`src/rtl/counter_sequencer.sv`:
```
// rtl/counter_sequencer.sv - run controller owning the count register: start/pause/stop, one-shot or auto-reload against a latched limit
module counter_sequencer #(
    parameter int Size      = 5,
    parameter int WrapWidth = 4
) (
    input  logic                 clock,
    input  logic                 reset,
    input  logic                 start,
    input  logic                 stop,
    input  logic                 pause,
    input  logic                 periodic,
    input  logic [Size-1:0]      limit,
    output logic [Size-1:0]      count,
    output logic                 busy,
    output logic                 done,
    output logic [WrapWidth-1:0] wraps
);

    typedef enum logic [1:0] {
        ST_IDLE = 2'd0,
        ST_RUN  = 2'd1,
        ST_HOLD = 2'd2
    } state_t;

    state_t               r_state, w_state_nxt;
    logic [Size-1:0]      r_count, w_count_nxt;
    logic [Size-1:0]      r_limit, w_limit_nxt;
    logic                 r_periodic, w_periodic_nxt;
    logic                 r_busy, w_busy_nxt;
    logic                 r_done, w_done_nxt;
    logic [WrapWidth-1:0] r_wraps, w_wraps_nxt;
    logic                 w_terminal;

    assign w_terminal = (r_count == r_limit);

    always_comb begin
        w_state_nxt    = r_state;
        w_count_nxt    = r_count;
        w_limit_nxt    = r_limit;
        w_periodic_nxt = r_periodic;
        w_busy_nxt     = r_busy;
        w_done_nxt     = 1'b0;
        w_wraps_nxt    = r_wraps;
        case (r_state)
            ST_IDLE: begin
                if (start && !stop && (limit != '0)) begin
                    w_limit_nxt    = limit;
                    w_periodic_nxt = periodic;
                    w_count_nxt    = '0;
                    w_wraps_nxt    = '0;
                    w_busy_nxt     = 1'b1;
                    w_state_nxt    = ST_RUN;
                end
            end
            ST_RUN: begin
                // stop > pause > terminal > increment
                if (stop) begin
                    w_busy_nxt  = 1'b0;
                    w_state_nxt = ST_IDLE;
                end else if (pause) begin
                    w_state_nxt = ST_HOLD;
                end else if (w_terminal) begin
                    w_done_nxt = 1'b1;
                    if (r_periodic) begin
                        w_count_nxt = '0;
                        if (r_wraps != '1) w_wraps_nxt = r_wraps + 1'b1;
                    end else begin
                        w_busy_nxt  = 1'b0;
                        w_state_nxt = ST_IDLE;
                    end
                end else begin
                    w_count_nxt = r_count + 1'b1;
                end
            end
            ST_HOLD: begin
                // Resume edge only changes state; counting restarts on the next edge.
                if (stop) begin
                    w_busy_nxt  = 1'b0;
                    w_state_nxt = ST_IDLE;
                end else if (!pause) begin
                    w_state_nxt = ST_RUN;
                end
            end
            default: begin
                w_busy_nxt  = 1'b0;
                w_state_nxt = ST_IDLE;
            end
        endcase
    end

    always_ff @(posedge clock or negedge reset) begin
        if (!reset) begin
            r_state    <= ST_IDLE;
            r_count    <= '0;
            r_limit    <= '0;
            r_periodic <= 1'b0;
            r_busy     <= 1'b0;
            r_done     <= 1'b0;
            r_wraps    <= '0;
        end else begin
            r_state    <= w_state_nxt;
            r_count    <= w_count_nxt;
            r_limit    <= w_limit_nxt;
            r_periodic <= w_periodic_nxt;
            r_busy     <= w_busy_nxt;
            r_done     <= w_done_nxt;
            r_wraps    <= w_wraps_nxt;
        end
    end

    assign count = r_count;
    assign busy  = r_busy;
    assign done  = r_done;
    assign wraps = r_wraps;

endmodule

```
`config.mk`:
```
export PLATFORM = sky130hd
export DESIGN_NAME = counter_sequencer
export DESIGN_NICKNAME = d
export VERILOG_FILES = /design/src/rtl/counter_sequencer.sv
export SDC_FILE = /design/constraint.sdc
export NUM_CORES = 1
export LEC_CHECK = 0
export CAP_MARGIN = 10
export CORE_MARGIN = 2
export CORE_UTILIZATION = 40
export DETAILED_ROUTE_END_ITERATION = 10
export GPL_TIMING_DRIVEN = 1
export MAX_ROUTING_LAYER = met4
export PLACE_DENSITY = 0.65
export SLEW_MARGIN = 20
export SYNTH_ARGS = -nofsm -noshare
export SYNTH_HDL_FRONTEND = slang
export SYNTH_SLANG_ARGS = --single-unit
export TNS_END_PERCENT = 100
```
`constraint.sdc`:
```
create_clock -name clock -period 4.45 [get_ports clock]
set_clock_uncertainty 0.05 [all_clocks]
set_input_delay 0.6675 -clock clock [delete_from_list [all_inputs] [get_ports clock]]
set_output_delay 0.6675 -clock clock [all_outputs]
set_load 0.05 [all_outputs]
```
=== After elaboration in Yosys (flattened, before gate mapping) ===
Index checks and enable logic that the tools add are counted.
Widths: inputs -> output; s select.

* Divide/modulo/power cells: 0
* Add/sub/neg operators: 2
* Bitwise logic cells: 0
* Shift operators: 0
* Magnitude comparators: 0
* $mul: 0
* Reductions and logical operators: 11
* Mux-type cells: 32
* Equal/unequal tests: 18

{| class="wikitable"
|+ Operators by type and width
! operator !! count
|-
| $mux 5 || 5
|-
| $mux 4 || 6
|-
| $ne 3x3->1 const B || 5
|-
| $mux 2 || 7
|-
| $ne 2x2->1 const B || 7
|-
| $ne 4x4->1 const B || 3
|-
| $mux 1 || 10
|-
| $pmux 5 s2 || 1
|-
| $reduce_and 5->1 || 2
|-
| $pmux 4 s2 || 1
|-
| $reduce_and 7->1 || 1
|-
| $pmux 2 s3 || 1
|-
| $add 5x1->5 const B || 1
|-
| $eq 5x5->1 || 1
|-
| $reduce_bool 5->1 || 1
|-
| $add 4x1->4 const B || 1
|-
| $reduce_and 4->1 || 1
|-
| $pmux 1 s3 || 1
|-
| $eq 2x1->1 const B || 1
|-
| $eq 2x2->1 const B || 1
|-
| $logic_and 1x1->1 || 2
|-
| $logic_not 2->1 || 1
|-
| $reduce_and 2->1 || 1
|-
| $reduce_bool 2->1 || 1
|-
| $logic_not 1->1 || 1
|}

* Output and inout bits: 11
* Bits in latches: 0
* ROM bits: 0
* Memory bits (writable): 0
* Register bits after elaboration: 19
* Bits of input ports: 11
* Logic and storage cells: 70
* Memories: 0

=== Depth between registers and ports, before layout ===
* Depth after elaboration: 7
* Mapped depth: 5
* Depth with buffers taken out: 5

=== Worst setup path after synthesis ===
No wires, ideal clock.

* Kind: in2reg
* Start point: input port limit[0]
* End point: register r_periodic
* Stages on the path: 4
* Data required time: 4.275 ns
* Setup time: 0.125 ns
* Path slack: 2.289 ns
* Path buffers: 1
* Arrival: 1.986 ns
* Path through: or4_1 > o21ai_2 > clkbuf_1 > mux2_2

* Word-level cells in the longest chain between the ends: 3

{| class="wikitable"
|+ Ends and longest elaborated chain
! what !! RTL line !! source
|-
| start: declaration || 12 || <nowiki>input logic [Size-1:0] limit,</nowiki>
|-
| $reduce_bool 5->1 || 46 || <nowiki>if (start && !stop && (limit != '0)) begin</nowiki>
|-
| $logic_and 1x1->1 || 46 ||
|-
| $reduce_and 2->1 (no line) || -- ||
|-
| end signal: assignment || 104 || <nowiki>r_periodic <= w_periodic_nxt;</nowiki>
|-
| end: declaration || 28 || <nowiki>logic r_periodic, w_periodic_nxt;</nowiki>
|}

No other way between the ends.
A chain may end at the register's enable or synchronous reset.

=== Worst setup path in the final report ===
* Start point: input port stop
* End point: register r_wraps[3] (netlist: wraps[3])

* Word-level cells in the longest chain between the ends: 5
* Elaborated cells between the ends (all ways): 6
* Classes of those cells: eq/ne (2); reduce/logical (4)

{| class="wikitable"
|+ Ends and longest elaborated chain
! what !! RTL line !! source
|-
| start: declaration || 9 || <nowiki>input logic stop,</nowiki>
|-
| $logic_not 1->1 || 46 ||
|-
| $logic_and 1x1->1 (2 in a row) || 46 ||
|-
| $ne 2x2->1 (no line) || -- ||
|-
| $reduce_and 7->1 (no line) (*) || -- ||
|-
| end signal: assignment || 107 || <nowiki>r_wraps <= w_wraps_nxt;</nowiki>
|-
| end: declaration || 31 || <nowiki>logic [WrapWidth-1:0] r_wraps, w_wraps_nxt;</nowiki>
|}

Mark *: on every way between the ends. The rest lies on a longest branch, timed or not.

==> reports/results.ini <==
[cells_and_area]
mostFrequentLayoutCell = clkdlybuf4s50_1
area_growth_syn_to_layout_pct = 25.6
multi_input_area_sq_um = 552
drive_gt1_frac = 0.0930
nFillCells = 239
diodes = 0
final_cell_mix = 21 x clkdlybuf4s50_1, 19 x nand2_1, 19 x dfrtp_1, 5 x xor2_1, 5 x nand3_1
post-route-util = 0.528
nets = 143
seq_area_sq_um = 475

[floorplan]
initial_core_util = 0.421
die_h_um = 55.0
dieArea_sq_um = 3030
ioPinCount = 22
coreArea_sq_um = 2480
die_w_um = 55.0
rows = 18

[setup_path]
rr_worst_depth = 5
crit_type = primary input to flip-flop
worst_setup_path_end_kind = flip-flop
critPathRequiredTime_ps = 4620
start_kind = primary input
cp_slowest_cell = nor4b_2
worst_ep_arrival_time_ps = 2850
path_cells = clkdlybuf4s50_1 > nor4b_2 > o21ai_2 > a21boi_2 > or4_1 > a21boi_1
critPathMaxStageDelay_ps = 530
crit_path_max_fanout = 13

[clock_network]
clk_latency_ps = 290
cts_hold_buf = 0
cts_root_buf = clkbuf_4
numCtsBuffers = 3
cts_tree = done
postCtsSetupRepairBufs = 0
clock_path_buffers = 2
post_cts_resized = 0
cts_sinks = 19
h-tree-depth = 1
path_clk_slew_ps = 110

[run_status]
outcome = finished clean

[timing]
min_period_ps = 2680
rsz0062_at_grt = false
slew_viol_final = 0
hold_violations = 0
max_slew_margin = 0.428
fmax_mhz = 373
post-route-period-util = 0.603
setup_viol = 0
tns_ps = 0
worstMarginPinSlew_ps = 856

[global_routing]
antenna_found_initial = 0
globalRouteOverflowTotal = 0
grt_start_max_net_pins = 20
grt_pass1_wl_um = 3600
grt_pass1_vias = 842
grtUsageTotal = 0.173

[flow_run]
cap_violations = 0

[synthesis]
ys_seq_elements = 19
synth_nets = 119
netlist-cell-type-count = 36
syn_area_sq_um = 1040
syn_avg_cell_area_sq_um = 9.83
synthCells = 106
seq_area_frac_synth = 0.456
ys_warn_count = 0

[detailed_routing]
routedWlPerCell_um = 13.7
first_iter_violations = 12
routed_wl_um = 2170
vias_per_cell = 5.33
drc = 0
vias = 847
ant_nets = 0
dr.pass1.iters = 4

[worst_hold_path]
hp-class = flip-flop to flip-flop
holdPathStages = 2

[placed_design]
port_buffers = 21
gp_congestion = 0.791
dp_hpwl_um = 1650

[power]
p_per_area_nw_per_um2 = 377
total_power_mw = 0.493
leakage_nw = 0.586
ir_drop_mv = 0.276

-- registers in the layout (all words and copies together) (netlist names) --
register	count
busy	1
count	5
done	1
r_limit	5
r_periodic	1
r_state	2
wraps	4
-- metal layers --
metal / track usage / wire [um]
met3: 0.0242 / 58
met5: - / 0
met4: 0.0610 / 13
met1: 0.213 / 1100
met2: 0.292 / 1010
-- layout make-up --
cell class                      count  area share
Clock buffer                        4      0.0201
Inverter                            2     0.00574
Multi-Input combinational cell     83       0.422
Sequential cell                    19       0.363
Tap cell                           30      0.0287
Timing Repair Buffer               21       0.161
-- where the power goes --
group / internal [mW] / switching, mW / total (mW)
clock network: 0.0348 / 0.0525 / 0.0873
logic: 0.0703 / 0.105 / 0.176
registers: 0.198 / 0.0317 / 0.230
total: 0.303 / 0.190 / 0.493
-- cell usage after synthesis, drive strengths merged --
cell    number  share of area
nand2       19          0.068
nor3b        1         0.0072
or4b         1          0.013
nor2b        2          0.012
a21o         1         0.0072
o211a        1         0.0096
a22o         1         0.0084
a21oi        3          0.014
a221o        2          0.019
nand3b       3          0.022
inv          2         0.0072
dfrtp       19           0.46
ha           2          0.024
o21ai        8          0.042
clkbuf       2         0.0072
nor2         3          0.011
nor4b        1          0.014
a31o         1         0.0084
xor2         5          0.042
nand2b       2          0.012
or4          2          0.014
a21boi       2          0.018
a22oi        2          0.014
nand3        5          0.024
o31ai        2          0.014
mux2         3          0.032
or3          1         0.0060
a31oi        2          0.018
nor3         3          0.014
and2         2          0.012
o21bai       1         0.0072
mux2i        2          0.019
-- path summary, 6_finish.rpt --
| path | from | end | slack (ps) |
|---|---|---|---|
| worst min-delay path | r_limit[0] | r_limit[0] | 460 |
| worst max register to register | r_state[0] | wraps[3] | 2150 |
| max in group asynchronous | reset | count[3] | 3020 |
| min in group asynchronous | reset | r_limit[0] | 800 |
| worst max-delay path | stop | wraps[3] | 1770 |
| worst min register to register | r_limit[0] | r_limit[0] | 460 |
-- kinds of logic (layout without fill, tap and decap cells) --
kind of cell	count (synthesis)	in the layout	synth area share
AND/OR/NAND/NOR	45	45	0.230
buffers and inverters	4	27	0.0144
AO/OA/AOI/OAI	26	26	0.181
flip-flops	19	19	0.456
adder cells (fa/ha/maj)	2	2	0.0240
multiplexers	5	5	0.0516
XOR/XNOR	5	5	0.0420
-- through the flow --
stage / hold WS (ps) / setup WS, ps / std cells / cell area, sq um
after floorplan: 322 / 2290 / 106 / 1040
after global placement: 434 / 1480 / 155 / 1280
after detailed placement: 439 / 1440 / 155 / 1280
after CTS: 464 / 1760 / 159 / 1310
after global routing: 487 / 1600 / 159 / 1310
final: 462 / 1770 / 159 / 1310
-- critical path: cells and delay by family --
kind	cells	cell delay [ps]
buf+inv	1	510
simple gates	2	950
compound gates	3	710
No activity file was read; power rests on OpenSTA's default activity.
